===== src/rtl/rt_ctrl_pkg.sv =====
// Shared types for the racetrack line controller: command ops, track ids, FSM states.
// Also provides the op-to-state mapping used when a shift sequence completes.
package rt_ctrl_pkg;

   typedef enum logic [1:0] {
      OP_READ  = 2'd0,
      OP_WRITE = 2'd1,
      OP_LIM   = 2'd2,
      OP_HOME  = 2'd3
   } op_e;

   typedef enum logic [1:0] {
      TRK_DATA    = 2'd0,
      TRK_MASK    = 2'd1,
      TRK_PROGRAM = 2'd2,
      TRK_LIM     = 2'd3
   } track_e;

   typedef enum logic [2:0] {
      ST_IDLE,
      ST_SHIFT_ON,
      ST_SHIFT_OFF,
      ST_RD,
      ST_WR1,
      ST_WR0,
      ST_BZ,
      ST_RESP
   } state_e;

   function automatic state_e op_state(input op_e op);
      case (op)
         OP_READ:  return ST_RD;
         OP_WRITE: return ST_WR1;
         OP_LIM:   return ST_BZ;
         default:  return ST_RESP;
      endcase
   endfunction

endpackage


===== src/rtl/rt_pulse_gen.sv =====
// Down-counter timer: load N, busy while count>0, done on the last counted cycle.
// Reused for shift-high, shift-gap and Bz pulse durations.
module rt_pulse_gen #(
   parameter int CW = 8
) (
   input  logic          clk_i,
   input  logic          rstn_i,
   input  logic          load_i,
   input  logic [CW-1:0] len_i,
   output logic          busy_o,
   output logic          done_o
);

   logic [CW-1:0] cnt_q;

   always_ff @(posedge clk_i or negedge rstn_i) begin
      if (!rstn_i)
         cnt_q <= '0;
      else if (load_i)
         cnt_q <= len_i;
      else if (cnt_q != '0)
         cnt_q <= cnt_q - CW'(1);
   end

   assign busy_o = (cnt_q != '0);
   assign done_o = (cnt_q == CW'(1));

endmodule


===== src/rtl/rt_line_ctrl.sv =====
// Racetrack line sequencer: shifts the selected track to the target offset, then pulses the line.
// Define RT_SHIFT_STATS_EN to build the saturating shift-pulse counter on shift_cnt_o.
module rt_line_ctrl
   import rt_ctrl_pkg::*;
#(
   parameter int NB        = 32,
   parameter int NP        = 8,
   parameter int PULSE_CYC = 2,
   parameter int GAP_CYC   = 1,
   parameter int BZ_CYC    = 2,
   localparam int OFFW     = $clog2(NB / NP)
) (
   input  logic              clk_i,
   input  logic              rstn_i,
   input  logic              cmd_valid_i,
   output logic              cmd_ready_o,
   input  logic [1:0]        cmd_op_i,
   input  logic [1:0]        cmd_track_i,
   input  logic [OFFW-1:0]   cmd_offset_i,
   input  logic [NP-1:0]     cmd_wdata_i,
   input  logic              cmd_bz_dir_i,
   output logic              rsp_valid_o,
   output logic [NP-1:0]     rsp_rdata_o,
   output logic              rsp_err_o,
   output logic [3:0]        current_s_o,
   output logic [3:0]        current_m_o,
   output logic              read_current_o,
   output logic [2:0]        write_i_o,
   output logic [3*NP-1:0]   write_en_o,
   output logic              bz_s_o,
   output logic              bz_m_o,
   input  logic [NP-1:0]     r_port_data_i,
   input  logic [NP-1:0]     r_port_mask_i,
   input  logic [NP-1:0]     r_port_program_i,
   input  logic [NP-1:0]     r_port_lim_i,
   output logic [31:0]       shift_cnt_o
);

   localparam logic [7:0] LEN_P = 8'(PULSE_CYC);
   localparam logic [7:0] LEN_G = 8'(GAP_CYC);
   localparam logic [7:0] LEN_B = 8'(BZ_CYC);

   state_e            state_q, state_d;
   logic              ready_q, accept, err_in;
   op_e               op_in, op_q, op_d;
   track_e            trk_in, trk_q, trk_d;
   logic [OFFW-1:0]   tgt_in, tgt_q, tgt_d;
   logic [OFFW-1:0]   pos_q [4];
   logic [NP-1:0]     wdata_q, wdata_d, rport_sel;
   logic              bzdir_q, bzdir_d, dir_q, dir_d, err_q, err_d;
   logic              pg_load, pg_busy, pg_done, tmr_exp;
   logic [7:0]        pg_len;

   logic              rsp_valid_q, rsp_err_q, rd_cur_q, bz_s_q, bz_m_q;
   logic [NP-1:0]     rsp_rdata_q;
   logic [3:0]        cur_s_q, cur_m_q;
   logic [2:0]        wr_i_q;
   logic [3*NP-1:0]   wen_q;

   assign op_in  = op_e'(cmd_op_i);
   assign trk_in = track_e'(cmd_track_i);
   assign tgt_in = (op_in == OP_HOME) ? '0 : cmd_offset_i;
   assign err_in = ((op_in == OP_WRITE) && (trk_in == TRK_LIM)) ||
                   ((op_in == OP_LIM) && (trk_in != TRK_LIM));
   assign accept = cmd_valid_i && ready_q;

   // Fields as they will be after this edge, so outputs can be registered on state entry.
   always_comb begin
      op_d    = op_q;
      trk_d   = trk_q;
      tgt_d   = tgt_q;
      wdata_d = wdata_q;
      bzdir_d = bzdir_q;
      err_d   = err_q;
      dir_d   = dir_q;
      if (accept) begin
         op_d    = op_in;
         trk_d   = trk_in;
         tgt_d   = tgt_in;
         wdata_d = cmd_wdata_i;
         bzdir_d = cmd_bz_dir_i;
         err_d   = err_in;
         dir_d   = !err_in && (tgt_in > pos_q[trk_in]);
      end
   end

   always_ff @(posedge clk_i) begin
      if (accept) begin
         op_q    <= op_in;
         trk_q   <= trk_in;
         tgt_q   <= tgt_in;
         wdata_q <= cmd_wdata_i;
         bzdir_q <= cmd_bz_dir_i;
         err_q   <= err_d;
         dir_q   <= dir_d;
      end
   end

   assign tmr_exp = pg_done || !pg_busy;

   always_comb begin
      state_d = state_q;
      case (state_q)
         ST_IDLE:
            if (accept) begin
               if (err_in)                        state_d = ST_RESP;
               else if (pos_q[trk_in] == tgt_in)  state_d = op_state(op_in);
               else                               state_d = ST_SHIFT_ON;
            end
         ST_SHIFT_ON:  if (tmr_exp) state_d = ST_SHIFT_OFF;
         ST_SHIFT_OFF:
            if (tmr_exp)
               state_d = (pos_q[trk_q] != tgt_q) ? ST_SHIFT_ON : op_state(op_q);
         ST_RD:   state_d = ST_RESP;
         ST_WR1:  state_d = ST_WR0;
         ST_WR0:  state_d = ST_RESP;
         ST_BZ:   if (tmr_exp) state_d = ST_RD;
         default: state_d = ST_IDLE;
      endcase
   end

   always_comb begin
      pg_len = LEN_B;
      if (state_d == ST_SHIFT_ON)       pg_len = LEN_P;
      else if (state_d == ST_SHIFT_OFF) pg_len = LEN_G;
   end

   assign pg_load = (state_d != state_q) &&
                    (state_d inside {ST_SHIFT_ON, ST_SHIFT_OFF, ST_BZ});

   rt_pulse_gen #(.CW(8)) u_pulse (
      .clk_i  (clk_i),
      .rstn_i (rstn_i),
      .load_i (pg_load),
      .len_i  (pg_len),
      .busy_o (pg_busy),
      .done_o (pg_done)
   );

   always_comb begin
      case (trk_d)
         TRK_DATA:    rport_sel = r_port_data_i;
         TRK_MASK:    rport_sel = r_port_mask_i;
         TRK_PROGRAM: rport_sel = r_port_program_i;
         default:     rport_sel = r_port_lim_i;
      endcase
   end

   always_ff @(posedge clk_i or negedge rstn_i) begin
      if (!rstn_i) begin
         state_q     <= ST_IDLE;
         ready_q     <= 1'b0;
         for (int t = 0; t < 4; t++) pos_q[t] <= '0;
         rsp_valid_q <= 1'b0;
         rsp_err_q   <= 1'b0;
         rsp_rdata_q <= '0;
         cur_s_q     <= '0;
         cur_m_q     <= '0;
         rd_cur_q    <= 1'b0;
         wr_i_q      <= '0;
         wen_q       <= '0;
         bz_s_q      <= 1'b0;
         bz_m_q      <= 1'b0;
      end else begin
         state_q <= state_d;
         ready_q <= (state_d == ST_IDLE);
         if ((state_q == ST_SHIFT_ON) && (state_d == ST_SHIFT_OFF))
            pos_q[trk_q] <= dir_q ? pos_q[trk_q] + OFFW'(1) : pos_q[trk_q] - OFFW'(1);

         cur_s_q     <= '0;
         cur_m_q     <= '0;
         wr_i_q      <= '0;
         wen_q       <= '0;
         rd_cur_q    <= (state_d == ST_RD);
         bz_m_q      <= (state_d == ST_BZ);
         bz_s_q      <= (state_d == ST_BZ) && bzdir_d;
         rsp_valid_q <= (state_d == ST_RESP);
         rsp_err_q   <= (state_d == ST_RESP) && err_d;
         rsp_rdata_q <= '0;
         if (state_d != ST_IDLE) cur_s_q[trk_d] <= dir_d;
         if (state_d == ST_SHIFT_ON) cur_m_q[trk_d] <= 1'b1;
         if (trk_d != TRK_LIM) begin
            if (state_d == ST_WR1) begin
               wr_i_q[trk_d]               <= 1'b1;
               wen_q[int'(trk_d)*NP +: NP] <= wdata_d;
            end else if (state_d == ST_WR0) begin
               wen_q[int'(trk_d)*NP +: NP] <= ~wdata_d;
            end
         end
         if ((state_d == ST_RESP) && !err_d && ((op_d == OP_READ) || (op_d == OP_LIM)))
            rsp_rdata_q <= rport_sel;
      end
   end

`ifdef RT_SHIFT_STATS_EN
   logic [31:0] shift_cnt_q;

   always_ff @(posedge clk_i or negedge rstn_i) begin
      if (!rstn_i)
         shift_cnt_q <= '0;
      else if ((state_d == ST_SHIFT_ON) && (state_q != ST_SHIFT_ON) && (shift_cnt_q != '1))
         shift_cnt_q <= shift_cnt_q + 32'd1;
   end

   assign shift_cnt_o = shift_cnt_q;
`else
   assign shift_cnt_o = '0;
`endif

   assign cmd_ready_o    = ready_q;
   assign rsp_valid_o    = rsp_valid_q;
   assign rsp_err_o      = rsp_err_q;
   assign rsp_rdata_o    = rsp_rdata_q;
   assign current_s_o    = cur_s_q;
   assign current_m_o    = cur_m_q;
   assign read_current_o = rd_cur_q;
   assign write_i_o      = wr_i_q;
   assign write_en_o     = wen_q;
   assign bz_s_o         = bz_s_q;
   assign bz_m_o         = bz_m_q;

endmodule


===== config.mk =====
export PLATFORM = sky130hd
export DESIGN_NAME = rt_line_ctrl
export DESIGN_NICKNAME = d
export VERILOG_FILES = /design/src/rtl/rt_ctrl_pkg.sv /design/src/rtl/rt_pulse_gen.sv /design/src/rtl/rt_line_ctrl.sv
export SDC_FILE = /design/constraint.sdc
export NUM_CORES = 1
export LEC_CHECK = 0
export CAP_MARGIN = 20
export CORE_ASPECT_RATIO = 1.5
export CORE_MARGIN = 3
export CORE_UTILIZATION = 55
export CTS_CLUSTER_DIAMETER = 40
export DETAILED_ROUTE_END_ITERATION = 10
export DONT_BUFFER_PORTS = 1
export GPL_ROUTABILITY_DRIVEN = 0
export GPL_TIMING_DRIVEN = 0
export PLACE_DENSITY = 0.74
export SLEW_MARGIN = 30
export SYNTH_ARGS = -nofsm -noshare
export SYNTH_HDL_FRONTEND = slang
export SYNTH_SLANG_ARGS = --single-unit

===== constraint.sdc =====
create_clock -name clk_i -period 3.5 [get_ports clk_i]
set_input_delay 0.7 -clock clk_i [delete_from_list [all_inputs] [get_ports clk_i]]
set_output_delay 0.7 -clock clk_i [all_outputs]
set_load 0.01 [all_outputs]

Word-level counts from Yosys, hierarchy flattened

Index checks and enable logic that the tools add are counted.

Memories: 0
Latch bits: 0
Output and inout bits: 81
Bits in read-only memories: 0
Flip-flop bits (word level): 85
RAM bits: 0

Reduce and logical (&&, ||, !) cells: 29
Shift operators: 3
Bitwise operators: 6
$mul: 0
Div/mod/pow operators: 0
Eq/ne operators: 28
$lt $le $gt $ge: 6
Multiplexer cells: 42
Add/subtract/negate cells: 4

Operator list:

| operator                                                                | count |
|---|---|
| 24-bit 2-to-1 mux                                                       | 3 |
| 8-bit by 33-bit variable part select with 24-bit output                 | 2 |
| 24-bit AND                                                              | 2 |
| 5-bit negator with 33-bit output                                        | 1 |
| 8-bit by 33-bit variable shift with 24-bit output, first input constant | 1 |
| 8-bit 2-to-1 mux                                                        | 4 |
| 3-bit 2-to-1 mux                                                        | 9 |
| 8-bit one-hot mux with 3 select lines                                   | 1 |
| 2-bit 2-to-1 mux                                                        | 11 |
| 3-bit equality test, second input constant                              | 7 |
| 3-bit one-hot mux with 3 select lines                                   | 2 |
| 3-bit one-hot mux with 6 select lines                                   | 1 |
| 2-bit equality test, second input constant                              | 6 |
| 3-bit by 2-bit equality test with 1-bit output, second input constant   | 4 |
| 1-bit logical AND                                                       | 12 |
| 2-bit binary-select mux with 2-bit select                               | 2 |
| 8-bit bitwise mux                                                       | 1 |
| 8-bit by 1-bit equality test with 1-bit output, second input constant   | 1 |
| 2-bit logical NOT                                                       | 4 |
| 4-bit 2-to-1 mux                                                        | 2 |
| 8-bit inverter                                                          | 1 |
| 8-bit nonzero test                                                      | 1 |
| 8-bit by 1-bit subtractor with 8-bit output, second input constant      | 1 |
| 2-bit by 1-bit equality test with 1-bit output, second input constant   | 3 |
| other kinds (23)                                                        | 36 |

Depth between registers and ports, before layout

Gate-level depths: netlist (run 1).

Depth in word-level cells: 13
Gate-level depth with buffers: 11
Depth with buffers taken out: 11

By module

A second synthesis (run 1) with hierarchy kept.

Cells, all modules: 402
Area total of the unflattened synthesis: 4403.0 um^2

Modules (own cells, without submodules):

| module       | seq. area each (um^2) | cells each | area each (um^2) | times used |
|---|---|---|---|---|
| rt_line_ctrl | 1891.8                | 343        | 3873.7           | 1 |
| rt_pulse_gen | 200.2                 | 59         | 529.3            | 1 |

Worst setup path before layout (run 1)

Ideal clock, no wire load.

Path kind: input-to-reg
Start point: input cmd_track_i[0]
End point: register u_pulse.cnt_q[1]
Library setup time: 0.136 ns
Data arrival time: 3.095 ns
Setup slack: 0.269 ns
Buffers on the path: 0
Required time: 3.364 ns
Stages: 9
Cell sequence: mux4_2 -> ha_1 -> nand2_1 -> o211ai_1 -> a211oi_2 -> o311ai_4 -> or4_1 -> nand2_1 -> o32ai_1

Word-level cells in the longest chain between the ends: 13
Elaborated cells on any way between the ends: 24
Those cells by class: eq/ne: 7; mux: 10; bitwise: 1; reduce/logical: 6

Ends and longest elaborated chain:

| item                                                                         | RTL line                                 | source |
|---|---|---|
| start, declared                                                              | rt_line_ctrl.sv:18                       | `input logic [1:0] cmd_track_i,` |
| 2-bit inverter with 3-bit output (not written as such)                       | rt_line_ctrl.sv:107                      | `else if (pos_q[trk_in] == tgt_in) state_d = op_state(op_in);` |
| 2-bit binary-select mux with 2-bit select                                    | rt_line_ctrl.sv:107                      |  |
| 2-bit 2-to-1 mux (not written as such) (2 in series)                         | rt_line_ctrl.sv:107                      |  |
| 2-bit equality test                                                          | rt_line_ctrl.sv:107                      |  |
| 3-bit 2-to-1 mux                                                             | rt_line_ctrl.sv:107                      |  |
| 3-bit 2-to-1 mux (*)                                                         | rt_line_ctrl.sv:106                      | `if (err_in) state_d = ST_RESP;` |
| 3-bit 2-to-1 mux (*)                                                         | rt_line_ctrl.sv:105                      | `if (accept) begin` |
| 3-bit one-hot mux with 6 select lines (*)                                    | rt_line_ctrl.sv:103                      | `case (state_q)` |
| named net state_d[1]                                                         | rt_line_ctrl.sv:43                       | `state_e state_q, state_d;` |
| 3-bit by 2-bit equality test with 1-bit output, or another cell as far along | rt_line_ctrl.sv:125, rt_line_ctrl.sv:129 |  |
| 2-bit 2-to-1 mux / 3-bit nonzero test (equally long branches)                | rt_line_ctrl.sv:125, rt_line_ctrl.sv:129 |  |
| 2-bit 2-to-1 mux / 1-bit logical AND (equally long branches)                 | rt_line_ctrl.sv:124, rt_line_ctrl.sv:128 |  |
| 8-bit 2-to-1 mux / 2-bit nonzero test (equally long branches)                | --                                       |  |
| end signal, assigned                                                         | rt_pulse_gen.sv:20                       | `cnt_q <= len_i;` |
| end signal, assigned                                                         | rt_pulse_gen.sv:22                       | `cnt_q <= cnt_q - CW'(1);` |
| end, declared                                                                | rt_pulse_gen.sv:14                       | `logic [CW-1:0] cnt_q;` |

Mark *: on every way through the listed nets, which the timed path passes. The rest lies on a longest branch. The select of a mux whose other input is x is not followed.
A chain may end at the register's enable or synchronous reset.

Final worst setup path (run 1)

Start point: register pos_q[0] (netlist bit)
End point: register u_pulse.cnt_q[1]

Word-level cells in the longest chain between the ends: 12
Elaborated cells on any way between the ends: 24
Those cells by class: eq/ne: 6; mux: 15; reduce/logical: 3

Ends and longest elaborated chain:

| item                                                                         | RTL line                                 | source |
|---|---|---|
| start, declared                                                              | rt_line_ctrl.sv:48                       | `logic [OFFW-1:0] pos_q [4];` |
| start signal, assigned by index                                              | rt_line_ctrl.sv:168                      | `pos_q[trk_q] <= dir_q ? pos_q[trk_q] + OFFW'(1) : pos_q[trk_q] - OFFW'(1);` |
| 2-bit binary-select mux with 2-bit select                                    | rt_line_ctrl.sv:107                      |  |
| 2-bit 2-to-1 mux (not written as such) (2 in series)                         | rt_line_ctrl.sv:107                      |  |
| 2-bit equality test                                                          | rt_line_ctrl.sv:107                      |  |
| 3-bit 2-to-1 mux                                                             | rt_line_ctrl.sv:107                      |  |
| 3-bit 2-to-1 mux                                                             | rt_line_ctrl.sv:106                      |  |
| 3-bit 2-to-1 mux                                                             | rt_line_ctrl.sv:105                      |  |
| 3-bit one-hot mux with 6 select lines (*)                                    | rt_line_ctrl.sv:103                      |  |
| named net state_d[1]                                                         | rt_line_ctrl.sv:43                       |  |
| 3-bit by 2-bit equality test with 1-bit output, or another cell as far along | rt_line_ctrl.sv:125, rt_line_ctrl.sv:129 |  |
| 2-bit 2-to-1 mux / 3-bit nonzero test (equally long branches)                | rt_line_ctrl.sv:125, rt_line_ctrl.sv:129 |  |
| 2-bit 2-to-1 mux / 1-bit logical AND (equally long branches)                 | rt_line_ctrl.sv:124, rt_line_ctrl.sv:128 |  |
| 8-bit 2-to-1 mux / 2-bit nonzero test (equally long branches)                | --                                       |  |

Marks and branches as above.

==> results of run 1 <==
-- placed cells by master, fill, tap and decap left out, drive strengths merged, types with 3 or more instances in the layout --
cell	count
nand4	4
and3	8
o21ai	3
nand2	14
or3	3
mux2	14
buf	35
and2	11
xor2	6
mux2i	3
dfxtp	12
nand3b	4
nor3	7
nand3	7
conb	32
nor2b	3
edfxtp	5
nand2b	4
a31oi	3
ha	18
clkbuf	20
clkinv	3
inv	17
mux4	4
xnor2	15
nor2	55
dfrtp	68
a21oi	13
o211ai	3
a222oi	8
-- layer usage --
layer | vias up | GRT usage (%) | routed length (um)
li1 | 1328 | - | -
met1 | 1401 | 24.97 | 3378
met2 | 113 | 38.49 | 4997
met3 | 20 | 6.529 | 669
met4 | 0 | 10.69 | 262
met5 | - | 0 | 0
-- cell families after synthesis --
group	synth area share (%)
compound gates	8.471
fa+ha+maj	5.388
xor+xnor	4.759
other cells	0.08971
mux	6.645
buf+inv	8.321
flops	50.04
simple gates	16.28
-- synth_stat cells, types with 2 or more instances --
library cell  count
and2_1           11
or4_1             2
nand2_1          13
mux2_2           14
dfrtp_1          68
nor2b_1           3
or3_1             3
nand4_1           2
o211ai_1          3
buf_2             2
mux4_2            4
mux2i_1           3
a21oi_1          13
o31ai_1           2
nand4_4           2
inv_1            16
xnor2_1          13
clkbuf_1          9
and3_1            8
xor2_1            6
buf_4            32
o21ai_0           3
nand2b_1          4
a31oi_1           3
edfxtp_1          5
o32ai_1           2
nand3_1           6
xnor2_2           2
nor2_1           55
nor3_1            7
nand3b_1          4
a222oi_1          8
dfxtp_1          12
ha_1             18
a311oi_1          2
-- worst max path at each step --
stage,from,end,slack (ns),cells past startpoint
finish,pos_q[0],u_pulse.cnt_q[1],0.21,9
detailed placement,cmd_valid_i,rsp_rdata_o[1],-0.24,10
floorplan,cmd_track_i[0],u_pulse.cnt_q[1],0.27,9
CTS,cmd_ready_o,rsp_rdata_o[1],0.05,10
global placement,cmd_valid_i,write_en_o[5],-0.15,10
global route,pos_q[0],write_en_o[7],0.02,10
-- layout make-up --
type | instances | area, um2 | share of cell area (%)
Sequential cell | 85 | 2092 | 45.34
Multi-Input combinational cell | 264 | 1861 | 40.32
Buffer | 44 | 289.0 | 6.264
Clock buffer | 11 | 131.4 | 2.847
Tap cell | 100 | 125.1 | 2.711
Inverter | 16 | 60.06 | 1.302
Clock inverter | 5 | 36.28 | 0.7863
Timing Repair Buffer | 2 | 20.02 | 0.4338
-- power breakdown --
group,internal (W),leakage [nW],switching [W],total (W)
sequential,0.00126,1.07,0.000199,0.00146
clock,0.000260,0.0838,0.000356,0.000616
combinational,0.000768,1.10,0.00121,0.00197
total,0.00229,2.25,0.00176,0.00405
-- through the flow --
step                      total power [W]  hold slack [ns]  setup TNS, ns
after global routing             0.004358         0.002093              0
after global placement           0.003354           0.4065         -2.495
final                            0.004048          0.01740              0
after detailed placement         0.003431           0.4062         -4.796
after floorplan                  0.002998           0.4044              0
after CTS                        0.004050         0.002527              0
-- flip-flops by register name (all words and copies together) (netlist names), 2 cells and up, named ones only --
signal and flops:
current_m_o 4, rsp_rdata_o 8, write_i_o 3, pos_q 8, state_q 3, trk_q 2, write_en_o 24, wdata_q 8
tgt_q 2, current_s_o 4, u_pulse.cnt_q 8
-- repair_timing --
action / 4_1_cts / 5_1_grt
resized for setup: 0 / 3
hold buffers: 0 / 2
endpoints found under the hold margin: 0 / 15
endpoints found under the setup margin: 0 / 30
==> impl_metrics.toml, run 1 <==
[status]
status = "complete, no violations"

[sta]
slew_headroom_pct = 38.83
setup_violations = 0
worstMarginPinSlew_ns = 0.9049
worst_slack_ns = 0.2060
skew_ns = 0.009906
drv_slew = 0
timing.fmax_mhz = 303.6
period_share_pct = 94.11
hold_viol = 0
final.min_clock_period_ns = 3.294
rsz0062_at_grt = "false"

[grt]
grt_pass1_wl_um = 14750
grt_max_degree = 69
grt_pass1_vias = 2960
grt_antenna_before_repair = 0
grtUsageTotal_pct = 22.25
overflow = 0

[floorplanning]
die_area_um2 = 8704
initial_core_util_pct = 57.09
rows = 38
num_io_pins = 131
coreArea_um2 = 7322
fp.dieH_um = 112.8
die_width_um = 77.18

[critical_path]
r2r_slack_ns = 0.21
cp_top_family = "simple AND/OR/NAND/NOR gates"
crit_buf_inv = 0
worstPathRequired_ns = 3.75
reg2reg_to = "u_pulse.cnt_q[1]"
rr_startpoint = "pos_q[0]"
cp_common_cell = "nand2_1"
worstPathMaxFanout = 9
start_kind = "register"
crit_chain = "mux4_2 -> ha_1 -> nand2_1 -> o211ai_1 -> a211oi_2 -> o311ai_4 -> or4_1 -> nand2_1 -> o32ai_1"
critPathKind = "register to register"
endpoint_kind = "register"
cpPeakStageDelay_ns = 0.63
reg2reg_depth = 9
cp.arrival_ns = 3.54
slowest_stage = "or4_1"

[synthesis]
async_flop_share_pct = 80.00
yosys_most_used_dff = "dfrtp_1"
synth_top_cell_area_share_pct = 40.71
synth_cells = 378
synth_largest_area_cell = "dfrtp_1"
synth_edf_count = 5
synthTopCellsByArea = "dfrtp_1 (41%), dfxtp_1 (5.7%), buf_4 (5.7%), ha_1 (5.4%), nor2_1 (4.9%)"
synth_warnings = 0
synth.ff_latch_count = 85
synth_area_um2 = 4180
seq_area_frac_synth_pct = 50.04
postSynthAreaPerCell_um2 = 11.06
synth.distinct_cells = 53

[route]
totalWireLength_um = 9308
wire_per_inst_um = 17.66
firstDrtPassIters = 4
antenna_left = 0
drcViolationCount = 0
vias = 2862
via_per_inst = 5.431
drtIter0Drc = 146

[clocking]
cts.clk_slew.worst_paths_ns = 0.09
clk_latency_ns = 0.37
cts_htree_levels = 3
cts_made_buffers = 9
cts_tree = "yes"
clkSinkCount = 85
cts-root-buf = "clkbuf_8"
cts_max_path_buffers = 2
post-cts-setup-buffers = 0

[placement]
placed_area_um2 = 4422
port_buffers = 0
dp_hpwl_um = 6849
detailedPlace.worstSlack_ns = -0.2390
dp.cells = 509

[final_layout]
layout.nets = 490
fin_cells = 527
syn_to_final_growth_pct = 10.39
fillCellCount = 629
drive_gt1_share_pct = 18.97
num_antenna_cells = 0
final_cell_area_um2 = 4614
fin_util_pct = 63.02

[power]
p_leak_nw = 2.253
power_density_nw_per_um2 = 877.3
ir_drop_uv = 442.2

[flow_run]
cap_viol_max_count = 0

[hold_path]
hold_path.class = "input port to asynchronous set/reset pin"
Power figures use the tool's default switching activity.
==> run 2, diff against run 1 <==
--- a/config.mk
+++ b/config.mk
@@ -14,6 +14,7 @@
 export DONT_BUFFER_PORTS = 1
 export GPL_ROUTABILITY_DRIVEN = 0
 export GPL_TIMING_DRIVEN = 0
+export MAX_ROUTING_LAYER = met4
 export PLACE_DENSITY = 0.74
 export SLEW_MARGIN = 30
 export SYNTH_ARGS = -nofsm -noshare
==> run 2 against run 1 <==
Cell count did not move. Non-clock buffer count unchanged. Combinational power is essentially flat. Flip-flop and latch count unchanged. Die area unchanged. Sequential power is essentially flat. Global-route usage grew 0.68 points. Routed wire length grew 0.77%. Via count grew 0.10%. Critical path type unchanged. Largest power group unchanged.
==> impl_metrics.toml, run 2 (synthesis results as in run 1) <==
[clocking]
clk_latency_ns = 0.37
cts_tree = "yes"
cts_made_buffers = 9
cts-root-buf = "clkbuf_8"
clkSinkCount = 85
cts_htree_levels = 3
cts.clk_slew.worst_paths_ns = 0.09
cts_max_path_buffers = 2

[sta]
worstMarginPinSlew_ns = 0.8941
hold_viol = 0
setup-tns-final_ns = 0
timing.fmax_mhz = 302.9
final.min_clock_period_ns = 3.301
period_share_pct = 94.31
skew_ns = 0.01031
setup_violations = 0
slew_headroom_pct = 39.56
drv_slew = 0
rsz0062_at_grt = "false"

[critical_path]
cpPeakStageDelay_ns = 0.63
worstPathRequired_ns = 3.75
start_kind = "register"
crit_chain = "mux4_2 -> ha_1 -> nand2_1 -> o211ai_1 -> a211oi_2 -> o311ai_4 -> or4_1 -> nand2_1 -> o32ai_1"
cp.arrival_ns = 3.55
worstPathMaxFanout = 9
endpoint_kind = "register"
rr_startpoint = "pos_q[0]"
critPathKind = "register to register"
critPathLaunch = "pos_q[0]"
reg2reg_depth = 9
cp_common_cell = "nand2_1"
slowest_stage = "or4_1"

[grt]
grt_pass1_wl_um = 14730
grt_pass1_vias = 2950
grt_antenna_before_repair = 0
grtUsageTotal_pct = 22.93
overflow = 0
grt_max_degree = 69

[route]
firstDrtPassIters = 5
via_per_inst = 5.436
drtIter0Drc = 127
totalWireLength_um = 9380
vias = 2865
antenna_left = 0
drcViolationCount = 0
wire_per_inst_um = 17.80

[final_layout]
syn_to_final_growth_pct = 10.39
mostFrequentLayoutCells = "dfrtp_1 (68), nor2_1 (55), buf_4 (32), conb_1 (32), ha_1 (18)"
drive_gt1_share_pct = 18.97
mostFrequentLayoutCell = "dfrtp_1"
final_cell_area_um2 = 4614
fillCellCount = 629
layout.nets = 490
largest_reg_flops = 24
num_antenna_cells = 0
fin_util_pct = 63.02

[floorplanning]
num_io_pins = 131
die_width_um = 77.18
rows = 38
coreArea_um2 = 7322
initial_core_util_pct = 57.09
die_area_um2 = 8704
fp.dieH_um = 112.8

[hold_path]
hold_path.class = "input port to asynchronous set/reset pin"

[power]
p_comb_share_pct = 48.8
p_int_w = 0.002287
ir_drop_uv = 443.9
p_seq_share_pct = 35.9
switching_share_pct = 43.58
power_density_nw_per_um2 = 878.5
clockPowerShare_pct = 15.3
p_leak_nw = 2.253
netSwitchingPower_w = 0.001767

[status]
status = "complete, no violations"

[flow_run]
cap_viol_max_count = 0

[placement]
placed_area_um2 = 4422
port_buffers = 0
dp_hpwl_um = 6849
[run 2: cell counts in the layout (fill, tap and decap cells not counted)]
Identical to the previous run, type by type.
[run 2: cell type report]
type | count | area [um2] | area share (%)
well taps | 100 | 125.1 | 2.711
repair buffers | 2 | 20.02 | 0.4338
inverters | 16 | 60.06 | 1.302
clock buffers | 11 | 131.4 | 2.847
clock inverters | 5 | 36.28 | 0.7863
flip-flops and latches | 85 | 2092 | 45.34
multi-input cells | 264 | 1861 | 40.32
plain buffers | 44 | 289.0 | 6.264
[run 2: worst paths after layout]
check | to | slack (ns)
max | u_pulse.cnt_q[1] | 0.20
min | u_pulse.cnt_q[3] | 0.02
max reg2reg | u_pulse.cnt_q[1] | 0.20
min reg2reg | bzdir_q | 0.48
max in group asynchronous | u_pulse.cnt_q[5] | 2.05
min in group clk_i | register | 0.43
[run 2: power by group through the flow]
stage / logic, W / clock network, W / registers (W)
finish: 0.00198 / 0.000619 / 0.00146
global route: 0.00220 / 0.000669 / 0.00149
CTS: 0.00196 / 0.000628 / 0.00146
detailed placement: 0.00195 / 0 / 0.00148
global placement: 0.00188 / 0 / 0.00147
floorplan: 0.00157 / 0 / 0.00143
[run 2: routing by layer]
| metal | up-vias | global-route usage (%) | wire [um] |
|---|---|---|---|
| li1 | 1328 | - | - |
| met1 | 1408 | 25.51 | 3527 |
| met2 | 105 | 38.55 | 5025 |
| met3 | 24 | 5.494 | 544 |
| met4 | 0 | 11.05 | 283 |
| met5 | - | - | 0 |
[run 2: repair_timing]
| item | in CTS | in global routing |
|---|---|---|
| buffers inserted | 0 | 0 |
| resized for setup | 0 | 3 |
| endpoints found under the setup margin | 0 | 30 |
| hold buffers | 0 | 2 |
| hold endpoints to repair | 0 | 18 |
[run 2: worst max-delay path, delay by kind of cell (launching register included)]
kind	cells	cell delay, ns
AOI/OAI and AO/OA	4	0.97
adders and majority gates	1	0.33
DFF	1	0.41
muxes	1	0.48
and+or+nand+nor	3	0.98
[run 2: through the flow]
step                      instances  hold WS (ns)  power [W]  worst slack, ns
after global placement          509        0.4065   0.003354          -0.1537
after global routing            527     0.0002745   0.004359          0.01891
after detailed placement        509        0.4062   0.003431          -0.2390
after CTS                       525      0.002527   0.004050          0.05021
after floorplan                 409        0.4044   0.002998           0.2694
final                           527       0.01636   0.004054           0.1990
